**src/rtl/usb_rx_phy.sv**
```systemverilog
// usb_rx_phy: full-speed USB receive front end (4x oversampled from clk48).
// Ports: clk48/rst_n; raw usb_d_p/usb_d_n pins; rx_enable arms the receiver.
//        Byte stream out on rx_data/rx_valid, plus rx_active, rx_eop, rx_error strobes.
// Latency: rx_valid one clk48 after the sampling edge of the 8th bit; no backpressure (strobes only).
module usb_rx_phy #(
  parameter int SYNC_MIN_ZEROS = 5,
  parameter int SAMPLE_PHASE   = 2,
  parameter int IDLE_BITS      = 8
) (
  input  logic       clk48,
  input  logic       rst_n,
  input  logic       usb_d_p,
  input  logic       usb_d_n,
  input  logic       rx_enable,
  output logic [7:0] rx_data,
  output logic       rx_valid,
  output logic       rx_active,
  output logic       rx_eop,
  output logic       rx_error
);

  // Line states as {D+, D-}
  localparam logic [1:0] LS_SE0 = 2'b00;
  localparam logic [1:0] LS_K   = 2'b01;
  localparam logic [1:0] LS_J   = 2'b10;
  localparam logic [1:0] LS_SE1 = 2'b11;

  localparam logic [2:0] ST_IDLE  = 3'd0;
  localparam logic [2:0] ST_SYNC  = 3'd1;
  localparam logic [2:0] ST_DATA  = 3'd2;
  localparam logic [2:0] ST_EOP   = 3'd3;
  localparam logic [2:0] ST_ABORT = 3'd4;

  localparam int         ICW      = $clog2(IDLE_BITS + 1);
  localparam logic [1:0] SAMP_PH  = 2'(SAMPLE_PHASE);
  localparam logic [2:0] SYNC_MIN = 3'(SYNC_MIN_ZEROS);
  localparam logic [ICW-1:0] IDLE_LAST = ICW'(IDLE_BITS - 1);

  logic [1:0]     dp_sync, dn_sync;   // [0] first stage, [1] second stage
  logic [1:0]     line, line_q;
  logic [1:0]     phase_q, phase;
  logic           sample, is_jk, dec_bit, fault;
  logic [1:0]     prev_jk;
  logic [2:0]     state;
  logic [2:0]     zero_cnt, stuff_cnt, bit_cnt;
  logic [ICW-1:0] idle_cnt;
  logic [7:0]     shift;

  // Two-flop synchronizers; they come out of reset showing an idle (J) bus.
  always_ff @(posedge clk48 or negedge rst_n) begin
    if (!rst_n) begin
      dp_sync <= 2'b11;
      dn_sync <= 2'b00;
    end else begin
      dp_sync <= {dp_sync[0], usb_d_p};
      dn_sync <= {dn_sync[0], usb_d_n};
    end
  end

  assign line = {dp_sync[1], dn_sync[1]};

  // Any line change realigns the bit clock: that cycle counts as phase 0,
  // so the sample lands mid-bit two cycles after each transition.
  assign phase   = (line != line_q) ? 2'd0 : phase_q;
  assign sample  = rx_enable && (phase == SAMP_PH);
  assign is_jk   = (line == LS_J) || (line == LS_K);
  assign dec_bit = (line == prev_jk);

  always_ff @(posedge clk48 or negedge rst_n) begin
    if (!rst_n) begin
      line_q  <= LS_J;
      phase_q <= 2'd0;
    end else begin
      line_q  <= line;
      phase_q <= rx_enable ? phase + 2'd1 : 2'd0;
    end
  end

  // Samples that kill the current packet and send the receiver to ABORT.
  always_comb begin
    fault = 1'b0;
    if (sample) begin
      case (state)
        ST_SYNC: fault = (line == LS_SE1) || (is_jk && dec_bit && (zero_cnt < SYNC_MIN));
        ST_DATA: fault = (line == LS_SE1) || (is_jk && dec_bit && (stuff_cnt == 3'd6));
        ST_EOP:  fault = (line == LS_SE1) || (line == LS_K);
        default: fault = 1'b0;
      endcase
    end
  end

  always_ff @(posedge clk48 or negedge rst_n) begin
    if (!rst_n) begin
      state     <= ST_IDLE;
      prev_jk   <= LS_J;
      zero_cnt  <= 3'd0;
      stuff_cnt <= 3'd0;
      bit_cnt   <= 3'd0;
      idle_cnt  <= '0;
      shift     <= 8'd0;
      rx_data   <= 8'd0;
      rx_valid  <= 1'b0;
      rx_active <= 1'b0;
      rx_eop    <= 1'b0;
      rx_error  <= 1'b0;
    end else begin
      rx_valid <= 1'b0;
      rx_eop   <= 1'b0;
      rx_error <= 1'b0;
      if (!rx_enable) begin
        // Silent drop: no strobes, everything back to a fresh idle receiver.
        state     <= ST_IDLE;
        rx_active <= 1'b0;
        prev_jk   <= LS_J;
        zero_cnt  <= 3'd0;
        stuff_cnt <= 3'd0;
        bit_cnt   <= 3'd0;
        idle_cnt  <= '0;
        shift     <= 8'd0;
      end else if (sample) begin
        if (is_jk) prev_jk <= line;
        if (fault) begin
          rx_error  <= 1'b1;
          rx_active <= 1'b0;
          state     <= ST_ABORT;
          idle_cnt  <= '0;
          bit_cnt   <= 3'd0;
          stuff_cnt <= 3'd0;
        end else begin
          case (state)
            ST_IDLE: begin
              // The J->K edge that starts SYNC is itself the first decoded 0.
              if (line == LS_K) begin
                state    <= ST_SYNC;
                zero_cnt <= 3'd1;
              end
            end
            ST_SYNC: begin
              if (line == LS_SE0) begin
                state   <= ST_IDLE;
                prev_jk <= LS_J;
              end else if (is_jk) begin
                if (!dec_bit) begin
                  if (zero_cnt != 3'd7) zero_cnt <= zero_cnt + 3'd1;
                end else begin
                  // Terminating 1 of SYNC already counts toward the stuff run.
                  state     <= ST_DATA;
                  rx_active <= 1'b1;
                  stuff_cnt <= 3'd1;
                  bit_cnt   <= 3'd0;
                end
              end
            end
            ST_DATA: begin
              if (line == LS_SE0) begin
                state <= ST_EOP;  // bit_cnt is kept as the residual count
              end else if (stuff_cnt == 3'd6) begin
                stuff_cnt <= 3'd0;  // stuffed 0, dropped
              end else begin
                shift     <= {dec_bit, shift[7:1]};
                bit_cnt   <= bit_cnt + 3'd1;
                stuff_cnt <= dec_bit ? stuff_cnt + 3'd1 : 3'd0;
                if (bit_cnt == 3'd7) begin
                  rx_valid <= 1'b1;
                  rx_data  <= {dec_bit, shift[7:1]};
                end
              end
            end
            ST_EOP: begin
              if (line == LS_J) begin
                // 0 or 1 leftover bits is normal dribble; more is an error.
                rx_eop    <= 1'b1;
                rx_error  <= (bit_cnt >= 3'd2);
                rx_active <= 1'b0;
                state     <= ST_IDLE;
                bit_cnt   <= 3'd0;
                stuff_cnt <= 3'd0;
              end
            end
            ST_ABORT: begin
              if (line == LS_J) begin
                if (idle_cnt == IDLE_LAST) begin
                  state    <= ST_IDLE;
                  idle_cnt <= '0;
                end else begin
                  idle_cnt <= idle_cnt + ICW'(1);
                end
              end else begin
                idle_cnt <= '0;
              end
            end
            default: state <= ST_IDLE;
          endcase
        end
      end
    end
  end

endmodule

```
**config.mk**
```make
export PLATFORM = sky130hd
export DESIGN_NAME = usb_rx_phy
export DESIGN_NICKNAME = d
export VERILOG_FILES = /design/src/rtl/usb_rx_phy.sv
export SDC_FILE = /design/constraint.sdc
export NUM_CORES = 1
export LEC_CHECK = 0
export ABC_AREA = 1
export CAP_MARGIN = 15
export CORE_UTILIZATION = 53
export DETAILED_ROUTE_END_ITERATION = 12
export GPL_TIMING_DRIVEN = 1
export PLACE_DENSITY = 0.84
export SYNTH_ARGS = -nofsm -noshare
export SYNTH_HDL_FRONTEND = slang
export SYNTH_SLANG_ARGS = --single-unit
```
**constraint.sdc**
```tcl
create_clock -name clk48 -period 2.15 [get_ports clk48]
set_input_delay 0.215 -clock clk48 [delete_from_list [all_inputs] [get_ports clk48]]
set_output_delay 0.215 -clock clk48 [all_outputs]
set_load 0.02 [all_outputs]
```
==> summary.md, run 1 <==
| Metric | Value |
|---|---|
| Fill count | `341` |
| Starting DRT DRC Count | `153` |
| Clock slew at reported path FFs | `0.08 ns` |
| Switch Pwr | `740.7 µW` |
| P_int | `1.374 mW` |
| Comb pwr share | `30.1%` |
| Routed wire length | `5542 µm` |
| Critical path required time | `2.34 ns` |
| Arrival @ worst endpoint | `2.30 ns` |
| CTS tree | `done` |
| Io pins | `17` |
| Peak Freq | `472.4 MHz` |
| Worst min path class | `in2reg` |
| Top cells by area, synth | `dfrtp_1 40%, nand2_1 13%, ha_1 6.4%` |
| Initial antenna violation count | `0` |
| CP max FO | `8` |
| Pre-CTS WS | `-0.06670 ns` |
| Critical path type | `reg2reg` |
| DR pass1 iterations | `8` |
| Rel. slew slack | `68.97%` |
| N_diodes | `0` |
| Synth Warn # | `0` |
| Synthesized area | `2549 µm²` |
| Yosys reg bits | `45` |
| DR vias | `2179` |
| Post-synthesis cell type count | `39` |
| Post-Synthesis Cells | `310` |
| Leakage dissipation | `1.553 nW` |
| Switching fraction of total power | `35.02%` |
| Row Count | `24` |
| Crit path launch type | `flip-flop` |
| Fin Hold WS | `0.3286 ns` |
| Layout cells sized above 1 | `25.77%` |
| Worst setup EP type | `flip-flop` |
| Area grow syn2layout | `22.24%` |
| TritonCTS buffer count | `5` |
| Final-report setup violation count | `0` |
| Final Skew | `0.007509 ns` |
| Maxcap violations | `0` |
| Count of final hold-check violations | `0` |
| Wire per inst | `13.55 µm` |
| Port bufs | `16` |
| Die area | `5090 µm²` |
| Reg2Reg Setup Slack | `0.03 ns` |
| Clock power frac | `23.6%` |
| Synthesized area per cell | `8.222 µm²` |
| Peak supply drop | `0.4388 mV` |
| Power per cell area | `678.8 nW/µm²` |
| Root buffer cell | `clkbuf_8` |
| Number of global-route vias before repair | `2061` |
| H-tree levels | `2` |
| Power share of the sequential group | `46.3%` |
| EDFF count, synth | `0` |
| Clock Sinks | `45` |
| Post-DRT Antenna Nets | `0` |
| Die Span X | `71.35 µm` |
| CORE AREA | `4474 µm²` |
| Starting density of the core | `56.96%` |
| Worst slew pin tran | `0.4596 ns` |
| DRC Markers | `1` |
| Net count after synthesis | `328` |
| First-pass GRT wire length | `9073 µm` |
| Post-synthesis sequential area ratio | `44.38%` |
| Most common cell in the netlist | `nand2_1` |
| Ys flop type | `dfrtp_1` |
| Grt total ovfl | `0` |
| Top cell type's share of synthesized area | `40.26%` |
| Post-DP HPWL | `3945 µm` |
| Commonest cells post-synth | `88 x nand2_1, 41 x dfrtp_1, 32 x inv_1` |
| Vias per std cell | `5.328` |
| Die Ht | `71.35 µm` |
| GRT Resource Usage Total | `22.72%` |
| GP Congestion | `0.9531` |
| Final period utilization | `98.46%` |
| Min Tclk post-route | `2.117 ns` |
| Clock Tree Buf Depth | `2` |
| RSZ-0062 raised after global routing | `true` |
| Outcome | `finished, violations left` |
| FFs w/ async S/R, synth | `100.0%` |
| Later-pin clock latency in the skew report | `0.29 ns` |
| Final Max Tran Viols | `0` |
| Largest net degree at the start of global routing | `18` |
| Nets | `374` |
| Crit path setup slack, layout | `0.03321 ns` |
| Post-synth top area cell | `dfrtp_1` |
| Failing checks | `design-rule violations` |
[final timing paths]
kind | from | endpoint | depth (start not counted)
max | dp_sync[1] | stuff_cnt[0] | 11
min | usb_d_p | dp_sync[0] | 1
max reg2reg | dp_sync[1] | stuff_cnt[0] | 11
min reg2reg | dp_sync[0] | dp_sync[1] | 0
max in group asynchronous | rst_n | dp_sync[1] | 3
min in group asynchronous | rst_n | idle_cnt[1] | 2
[cell usage in the layout, fill, tap and decap left out, drive strengths merged]
master | netlist | layout
a211oi | 1 | 1
a21oi | 7 | 7
a31oi | 1 | 1
and3 | 1 | 1
buf | 6 | 31
clkbuf | 2 | 6
clkdlybuf4s50 | 0 | 15
clkinv | 1 | 3
dfrtp | 41 | 41
dfstp | 4 | 4
dlygate4sd3 | 0 | 1
ha | 13 | 13
inv | 36 | 36
nand2 | 96 | 96
nand3 | 20 | 20
nand3b | 1 | 1
nand4 | 8 | 8
nor2 | 29 | 29
nor3 | 4 | 4
nor4 | 3 | 3
o211ai | 2 | 2
o21ai | 18 | 18
o311ai | 1 | 1
o31ai | 7 | 7
o41ai | 1 | 1
or2 | 2 | 2
xnor2 | 3 | 3
xor2 | 2 | 2
[repair_timing]
| action | 4_1_cts | 5_1_grt |
|---|---|---|
| setup endpoints to repair | 24 | 29 |
| hold buffers | 1 | 0 |
| pin swaps | 2 | 11 |
| endpoints found under the hold margin | 15 | 0 |
| gates resized for setup | 3 | 25 |
| buffers inserted | 2 | 6 |
[cell families (layout without fill, tap and decap cells)]
group,count (synthesis),count (layout),synth area share (%)
buffers and inverters,45,92,8.198
AOI/OAI and AO/OA,38,38,10.60
adders and majority gates,13,13,6.382
and+or+nand+nor,164,164,28.72
xor gates and xnor gates,5,5,1.719
DFF,45,45,44.38
[routing by layer]
metal | share of wire [%] | up-vias | routed length, µm | track usage [%]
li1 | - | 1099 | - | -
met1 | 44 | 1020 | 2464 | 29.25
met2 | 50 | 50 | 2753 | 38.73
met3 | 4.6 | 10 | 254 | 4.501
met4 | 1.3 | 0 | 70 | 7.111
met5 | 0 | - | 0 | 0
[critical path, cell delays in order, from the launching register on]
cell	delay [ns]
dfstp_2	0.58
inv_2	0.06
ha_1	0.29
nand2_1	0.05
nor2_1	0.11
nand2_1	0.07
nand2_2	0.08
nand3_4	0.14
a21oi_4	0.31
nand3_2	0.15
nand2_1	0.10
nand2_1	0.05
[area by class of cell]
type                    count  area, µm²  share of cell area (%)
repair buffers             47      414.1                   13.29
multi-input cells         220       1284                   41.20
well taps                  52      65.06                   2.088
flip-flops and latches     45       1131                   36.31
clock buffers               6      72.57                   2.329
inverters                  37      138.9                   4.458
clock inverters             2      10.01                  0.3213
[registers in the layout (all words and copies together), names as in the netlist]
register / cells
bit_cnt: 3
dn_sync: 2
dp_sync: 2
idle_cnt: 4
line_q: 2
phase_q: 2
prev_jk: 2
rx_active: 1
rx_data: 8
rx_eop: 1
rx_error: 1
rx_valid: 1
shift: 7
state: 3
stuff_cnt: 3
zero_cnt: 3
[stage by stage]
step	TNS [ns]	instance area (µm²)	util (%)	total power [mW]	instances
6_report	0	3115	69.63	2.115	409
5_1_grt	-0.4168	3115	69.63	2.252	409
4_1_cts	0	2992	66.86	2.074	403
3_5_place_dp	-0.6957	2877	64.29	1.569	392
3_3_place_gp	0	2877	64.29	1.557	392
2_1_floorplan	0	2550	-	1.370	310
[power groups by stage]
| stage | combinational, mW | sequential [mW] | clock (mW) |
|---|---|---|---|
| after global routing | 0.715 | 0.989 | 0.548 |
| final | 0.637 | 0.979 | 0.499 |
| after CTS | 0.589 | 0.979 | 0.507 |
| after global placement | 0.567 | 0.990 | 0 |
| after detailed placement | 0.575 | 0.995 | 0 |
| after floorplan | 0.379 | 0.991 | 0 |
Power figures use the tool's default switching activity.
==> run 2: changes to the inputs <==
--- a/config.mk
+++ b/config.mk
@@ -7,10 +7,13 @@
 export LEC_CHECK = 0
 export ABC_AREA = 1
 export CAP_MARGIN = 15
-export CORE_UTILIZATION = 53
+export CORE_UTILIZATION = 55
+export CTS_BUF_LIST = sky130_fd_sc_hd__clkbuf_2 sky130_fd_sc_hd__clkbuf_4 sky130_fd_sc_hd__clkbuf_8
 export DETAILED_ROUTE_END_ITERATION = 12
 export GPL_TIMING_DRIVEN = 1
-export PLACE_DENSITY = 0.84
+export PLACE_DENSITY = 0.86
+export SLEW_MARGIN = 20
 export SYNTH_ARGS = -nofsm -noshare
 export SYNTH_HDL_FRONTEND = slang
 export SYNTH_SLANG_ARGS = --single-unit
+export TNS_END_PERCENT = 50
==> run 2 against run 1 <==
The run ends with negative setup slack left. Setup slack worse by 0.12 ns. Clock power up 26%. Clock-buffer cell count stayed put. Critical endpoint is now rx_active. Largest cell class unchanged. Highest routed layer unchanged.
==> summary.md, run 2 (synthesis gave the netlist of run 1 again) <==
| Metric | Value |
|---|---|
| Die Span X | `70.08 µm (-1.8%)` |
| Final Max Tran Viols | `0 (unchanged)` |
| Fin Hold WS | `0.3199 ns (-0.008756 ns)` |
| Layout Cell Area excl Fill | `3154 µm² (+1.2%)` |
| FF-to-FF path depth | `10 (-1)` |
| Cell Chain, Critical Path | `xnor2_1, and3_1, ha_2, nand2_2, inv_4, nand3_4, a21oi_4, buf_6, nand3_1, nand2_1` |
| Maxcap violations | `0 (unchanged)` |
| Die area | `4911 µm² (-3.5%)` |
| Port bufs | `16 (unchanged)` |
| Row Count | `24 (unchanged)` |
| Placement-stage cell area | `2854 µm² (-0.78%)` |
| Final-report setup violation count | `7 (+7)` |
| Crit path buf inv count | `2 (+1)` |
| N_diodes | `0 (unchanged)` |
| Failing checks | `negative setup slack` |
| Io pins | `17 (unchanged)` |
| RSZ-0062 raised after global routing | `true` |
| Initial antenna violation count | `0 (unchanged)` |
| CTS tree | `done` |
| Peak supply drop | `0.5254 mV (+20%)` |
| Outcome | `finished, violations left` |
| Worst min path class | `in2reg` |
| DR pass1 iterations | `5 (-3)` |
| Starting DRT DRC Count | `205 (+34%)` |
| Post-layout util | `71.46% (+1.8 points)` |
| Clock slew at reported path FFs | `0.08 ns (about the same)` |
| Clock Tree Buf Depth | `2 (unchanged)` |
| Kind of cell adding the most delay to the critical path | `simple AND/OR/NAND/NOR gates` |
| Vias per std cell | `5.517 (+3.6%)` |
| Later-pin clock latency in the skew report | `0.29 ns (about the same)` |
| Worst setup EP type | `flip-flop` |
| Final period utilization | `104.3% (+5.8 points)` |
| Area of the multi-input gates | `1319 µm² (+2.7%)` |
| Slowest-stage cell, CP | `dfrtp_1` |
| Number of global-route vias before repair | `2094 (+1.6%)` |
| Root buffer cell | `clkbuf_8` |
| Most common cell after layout, fill and taps aside | `nand2_1` |
| Worst slew pin tran | `0.5709 ns (+0.1113 ns)` |
| DR vias | `2251 (+3.3%)` |
| Arrival @ worst endpoint | `2.47 ns (+0.17 ns)` |
| TritonCTS buffer count | `5 (unchanged)` |
| Largest reg by FF count | `rx_data` |
| DRC Markers | `0 (-1)` |
| Setup TNS | `-0.4522 ns (-0.4522 ns)` |
| Leakage dissipation | `1.552 nW (about the same)` |
| Clock Sinks | `45 (unchanged)` |
| Post-DP HPWL | `4025 µm (+2.0%)` |
| Routed wire length | `5779 µm (+4.3%)` |
| Largest registers | `rx_data x8, shift x7, idle_cnt x4` |
| Final Skew | `0.004517 ns (-0.002992 ns)` |
| Largest net degree at the start of global routing | `28 (+10)` |
| Power per cell area | `718.2 nW/µm² (+5.8%)` |
| Peak Freq | `446.1 MHz (-5.6%)` |
| GRT Resource Usage Total | `24.18% (+1.5 points)` |
| Critical path required time | `2.38 ns (+0.04 ns)` |
| WP depth | `10 (-1)` |
| CP max stage delay | `0.44 ns (-0.14 ns)` |
| CORE AREA | `4414 µm² (-1.3%)` |
| H-tree levels | `2 (unchanged)` |
| FF/Latch Area | `1131 µm² (unchanged)` |
| Pre-CTS WS | `-0.007177 ns (+0.05953 ns)` |
| Starting density of the core | `57.74% (+0.78 points)` |
| Die Ht | `70.08 µm (-1.8%)` |
| Wire per inst | `14.16 µm (+4.5%)` |
| GP Congestion | `0.9833 (+3.2%)` |
| Layout cells sized above 1 | `27.25% (+1.5 points)` |
| Crit path launch type | `flip-flop` |
| Fill count | `318 (-6.7%)` |
| Grt total ovfl | `0 (unchanged)` |
| Critical path type | `reg2reg` |
| Min Tclk post-route | `2.241 ns (+0.1247 ns)` |
| Largest register FFs | `8 (unchanged)` |
| Area grow syn2layout | `23.76%` |
| Count of final hold-check violations | `0 (unchanged)` |
| Crit path setup slack, layout | `-0.09149 ns (-0.1247 ns)` |
| Post-DRT Antenna Nets | `0 (unchanged)` |
| Hold path depth | `1 (unchanged)` |
| Most frequent cells in the layout | `79 x nand2_1, 41 x dfrtp_1, 28 x inv_1` |
| Rel. slew slack | `61.46% (-7.5 points)` |
| First-pass GRT wire length | `9459 µm (+4.3%)` |
| CP max FO | `7 (-1)` |
| Nets | `373 (-0.27%)` |
run 2: changes by cell type in the layout (fill, tap and decap cells not counted), sizes merged:
| cell | change |
|---|---|
| nand3 | +1 |
| buf | -2 |
| bufinv | +1 |
| clkinv | -1 |
run 2: power by group:
part	switching, mW	internal (mW)
clock network	0.270	0.357
logic	0.413	0.245
registers	0.0720	0.909
total	0.754	1.51
run 2: final timing paths:
check	startpoint	to	slack [ns]
max	dn_sync[1]	rx_active	-0.09
min	usb_d_p	dp_sync[0]	0.32
max reg2reg	dn_sync[1]	rx_active	-0.09
min reg2reg	dn_sync[0]	dn_sync[1]	0.36
max in group asynchronous	rst_n	rx_active	1.08
min in group asynchronous	rst_n	phase_q[0]	0.39
run 2: metrics by stage:
step           total power, mW  instances
3_3_place_gp             1.545        389
2_1_floorplan            1.370        310
3_5_place_dp             1.562        389
5_1_grt                  2.400        408
6_report                 2.265        408
4_1_cts                  2.203        399
run 2: layout make-up:
type	count	share of cell area, %
inverter	37	4.482
sequential	45	35.86
tap	52	2.063
clock buffer	6	2.420
multi-input combinational	221	41.81
timing repair buffer	45	12.26
clock inverter	2	1.111
run 2: worst register-to-register path: stages (launching register included):
cell and delay, ns:
dfrtp_1 0.44, xnor2_1 0.30, and3_1 0.24, ha_2 0.19
nand2_2 0.08, inv_4 0.10, nand3_4 0.13, a21oi_4 0.33
buf_6 0.15, nand3_1 0.11, nand2_1 0.11
run 2: timing repair:
action / in CTS / in global routing
resized for setup: 2 / 33
pin swaps: 1 / 21
gates cloned: 1 / 0
setup endpoints to repair: 16 / 34
buffers inserted: 0 / 10
endpoints found under the hold margin: 14 / 0
hold buffers: 1 / 0
run 2: per-layer routing:
layer,vias to the layer above,share of wire (%),track usage [%]
met3,25,6.0,4.473
li1,1093,-,-
met4,0,3.6,9.333
met5,-,0,0
met2,96,49,40.17
met1,1037,42,31.27
==> run 3: changes to the inputs <==
--- a/config.mk
+++ b/config.mk
@@ -5,7 +5,6 @@
 export SDC_FILE = /design/constraint.sdc
 export NUM_CORES = 1
 export LEC_CHECK = 0
-export ABC_AREA = 1
 export CAP_MARGIN = 15
 export CORE_UTILIZATION = 55
 export CTS_BUF_LIST = sky130_fd_sc_hd__clkbuf_2 sky130_fd_sc_hd__clkbuf_4 sky130_fd_sc_hd__clkbuf_8
==> run 3 against run 2 <==
The flow still finishes with violations (negative setup slack). Clock power down 13%. Via count down 8.9%. Synthesized area down 4.8%. Clock skew up 0.0025 ns. Sequential cell count unchanged. Clock-buffer cell count down 1. First-iteration DRC count down 24%. Highest routed layer unchanged.
==> summary.md, run 3 <==
| Metric | Value |
|---|---|
| Metal3 WL | `350 µm (+0.29%)` |
| Top cells by area, synth | `dfrtp_1 42%, ha_1 6.7%, mux2_4 5.0%` |
| Synth Warn # | `0 (unchanged)` |
| Met2 Wirelength | `2988 µm (+6.6%)` |
| CTS tree | `done` |
| Area grow syn2layout | `29.50%` |
| Switch Pwr | `460.4 µW (-39%)` |
| Largest register FFs | `8 (unchanged)` |
| Most common cell after layout, fill and taps aside | `dfrtp_1` |
| Ys flop type | `dfrtp_1` |
| Nets | `298 (-20%)` |
| Most frequent cells in the layout | `41 x dfrtp_1, 36 x buf_4, 15 x clkdlybuf4s50_1` |
| First-pass GRT wire length | `9404 µm (-0.58%)` |
| Die Span X | `68.42 µm (-2.4%)` |
| Crit path launch type | `flip-flop` |
| Final Max Tran Viols | `0 (unchanged)` |
| Post-DRT Antenna Nets | `0 (unchanged)` |
| Top cell type's share of synthesized area | `42.29% (+2.0 points)` |
| DR top layer | `met4` |
| Worst min path class | `in2reg` |
| FFs w/ async S/R, synth | `100.0% (unchanged)` |
| Vias per std cell | `6.196 (+12%)` |
| GP Congestion | `0.9699 (-1.4%)` |
| Rel. slew slack | `70.02% (+8.6 points)` |
| Peak Freq | `450.7 MHz (+1.0%)` |
| Crit path setup slack, layout | `-0.06887 ns (+0.02262 ns)` |
| Io pins | `17 (unchanged)` |
| Post-synth top area cell | `dfrtp_1` |
| Net count after synthesis | `243 (-26%)` |
| Synthesized area | `2426 µm² (-4.8%)` |
| P_int | `1.206 mW (-20%)` |
| N_diodes | `0 (unchanged)` |
| Clock slew at reported path FFs | `0.09 ns (about the same)` |
| Outcome | `finished, violations left` |
| Port bufs | `16 (unchanged)` |
| H-tree levels | `2 (unchanged)` |
| Most common cell in the netlist | `dfrtp_1` |
| Largest registers | `rx_data x8, shift x7, idle_cnt x4` |
| Clock Tree Buf Depth | `2 (unchanged)` |
| Grt total ovfl | `0 (unchanged)` |
| Crit path buf inv count | `1 (-1)` |
| CP max stage delay | `0.58 ns (+0.14 ns)` |
| Clock Sinks | `45 (unchanged)` |
| Maxcap violations | `0 (unchanged)` |
| Comb pwr share | `13.9% (-15 points)` |
| Starting DRT DRC Count | `156 (-24%)` |
| Layout cells sized above 1 | `33.45% (+6.2 points)` |
| Failing checks | `negative setup slack` |
| Setup TNS | `-0.5537 ns (-0.1015 ns)` |
| Initial antenna violation count | `0 (unchanged)` |
| GRT Resource Usage Total | `27.53% (+3.4 points)` |
| Yosys reg bits | `45 (unchanged)` |
| Power per cell area | `530.5 nW/µm² (-26%)` |
| Root buffer cell | `clkbuf_8` |
| Clock power frac | `32.7% (+5.0 points)` |
| DR pass1 iterations | `5 (unchanged)` |
| Count of final hold-check violations | `0 (unchanged)` |
| TritonCTS buffer count | `5 (unchanged)` |
| Peak supply drop | `0.4163 mV (-21%)` |
| Number of global-route vias before repair | `2061 (-1.6%)` |
| Worst setup EP type | `flip-flop` |
| Switching fraction of total power | `27.62% (-5.7 points)` |
| Hold_sp | `usb_d_p` |
| FF-to-FF Start | `dp_sync[1]` |
| DRC Markers | `0 (unchanged)` |
| Leakage dissipation | `1.410 nW (-9.1%)` |
| Wire per inst | `18.15 µm (+28%)` |
| DR vias | `2051 (-8.9%)` |
| Cell Chain, Critical Path | `xor2_2, nor2_2, and2_4, ha_4, nand3_4, nor2_4, and2_4, nor2_4, buf_12, mux2_4` |
| Starting density of the core | `58.95% (+1.2 points)` |
| Post-synthesis cell type count | `60 (+54%)` |
| Die Ht | `68.42 µm (-2.4%)` |
| Routed wire length | `6006 µm (+3.9%)` |
| Largest reg by FF count | `rx_data` |
| Largest net degree at the start of global routing | `27 (-3.6%)` |
| Reg2Reg Setup Slack | `-0.07 ns (+0.02 ns)` |
| Slowest-stage cell, CP | `dfstp_2` |
| Final Skew | `0.006995 ns (+0.002477 ns)` |
| Critical path required time | `2.35 ns (-0.03 ns)` |
| Hold path depth | `1 (unchanged)` |
| Reg-to-Reg End | `rx_data[4]` |
| Final period utilization | `103.2% (-1.1 points)` |
| RSZ-0062 raised after global routing | `true` |
| Synthesized area per cell | `10.78 µm² (+31%)` |
| Power share of the sequential group | `53.4% (+10 points)` |
| Min Tclk post-route | `2.219 ns (-0.02262 ns)` |
| Die area | `4681 µm² (-4.7%)` |
| Row Count | `23 (-4.2%)` |
| Fin Hold WS | `0.3100 ns (-0.009896 ns)` |
| Post-synthesis sequential area ratio | `46.62% (+2.2 points)` |
| FF-to-FF path depth | `10 (unchanged)` |
| Post-Synthesis Cells | `225 (-27%)` |
| Final-report setup violation count | `11 (+4)` |
| Worst slew pin tran | `0.4498 ns (-0.1212 ns)` |
| Later-pin clock latency in the skew report | `0.30 ns (about the same)` |
| CP max FO | `6 (-1)` |
| M1 WL | `2484 µm (+2.8%)` |
| Post-DP HPWL | `4025 µm (about the same)` |
| CORE AREA | `4115 µm² (-6.8%)` |
| Kind of cell adding the most delay to the critical path | `simple AND/OR/NAND/NOR gates` |
| Hold endpoint | `dp_sync[0]` |
| EDFF count, synth | `0 (unchanged)` |
| Critical path type | `reg2reg` |
| Arrival @ worst endpoint | `2.42 ns (-0.05 ns)` |
## run 3: changes by cell type after synthesis, sizes merged, moves of 6 or more
cell	before	now
inv	36	13
a22o	0	6
nor2	29	12
nand3	20	13
nand2	96	13
mux2	0	13
## run 3: routing by layer
metal  vias up  GRT usage (%)
li1        936              -
met1       999          33.23
met2        94          45.47
met3        22          6.833
met4         0          13.54
met5         -              0
## run 3: worst reg2reg max path: stages (launching register included)
cell     delay, ns
dfstp_2       0.58
xor2_2        0.08
nor2_2        0.13
and2_4        0.17
ha_4          0.17
nand3_4       0.09
nor2_4        0.22
and2_4        0.20
nor2_4        0.05
buf_12        0.14
mux2_4        0.29
## run 3: area by class of cell
type | count | area [µm²]
clock buffer | 5 | 68.82
clock inverter | 3 | 25.02
fill | 239 | 973.4
inverter | 14 | 52.55
multi-input combinational | 159 | 1335
sequential | 45 | 1131
tap | 50 | 62.56
timing repair buffer | 55 | 466.7
## run 3: worst max-delay path by stage
stage,startpoint,to,slack [ns],cells past startpoint
3_3_place_gp,dp_sync[1],rx_data[4],-0.01,9
5_1_grt,dp_sync[1],state[1],-0.14,7
6_report,dp_sync[1],rx_data[4],-0.07,10
3_5_place_dp,dp_sync[1],idle_cnt[3],-0.09,10
4_1_cts,dp_sync[1],rx_data[1],-0.02,10
2_1_floorplan,dp_sync[1],stuff_cnt[1],-0.06,10
## run 3: logic make-up (layout without fill, tap and decap cells)
logic type | after synthesis | count (layout) | share of synthesized area, %
compound gates | 58 | 58 | 17.74
xor+xnor | 4 | 4 | 1.444
fa+ha+maj | 13 | 13 | 6.705
buf+inv | 21 | 77 | 3.610
flops | 45 | 45 | 46.62
mux | 15 | 15 | 8.097
simple gates | 69 | 69 | 15.78
## run 3: metrics by stage
step                power (mW)  std cells  util [%]  setup WS [ns]  area (µm²)
detailed placement       1.108        314     69.93       -0.09499        2878
global placement         1.101        314     69.93       -0.01476        2878
finish                   1.667        331     76.35       -0.06887        3142
CTS                      1.657        330     74.67       -0.01724        3073
global route             1.729        331     76.35        -0.1432        3142
floorplan                1.018        225         -       -0.05778        2480
## run 3: what timing repair did
item                                   CTS  global route
resized for setup                        6            16
endpoints found under the hold margin   15             0
buffers inserted                         7             1
setup endpoints to repair               30            30
pin swaps                                6             7
hold buffers                             1             0
## run 3: power by group through the flow
stage	Clock [mW]	Sequential, mW	Combinational, mW
after floorplan	0	0.904	0.115
after global placement	0	0.905	0.196
after detailed placement	0	0.906	0.202
after CTS	0.552	0.889	0.216
after global routing	0.583	0.893	0.254
final	0.545	0.890	0.232
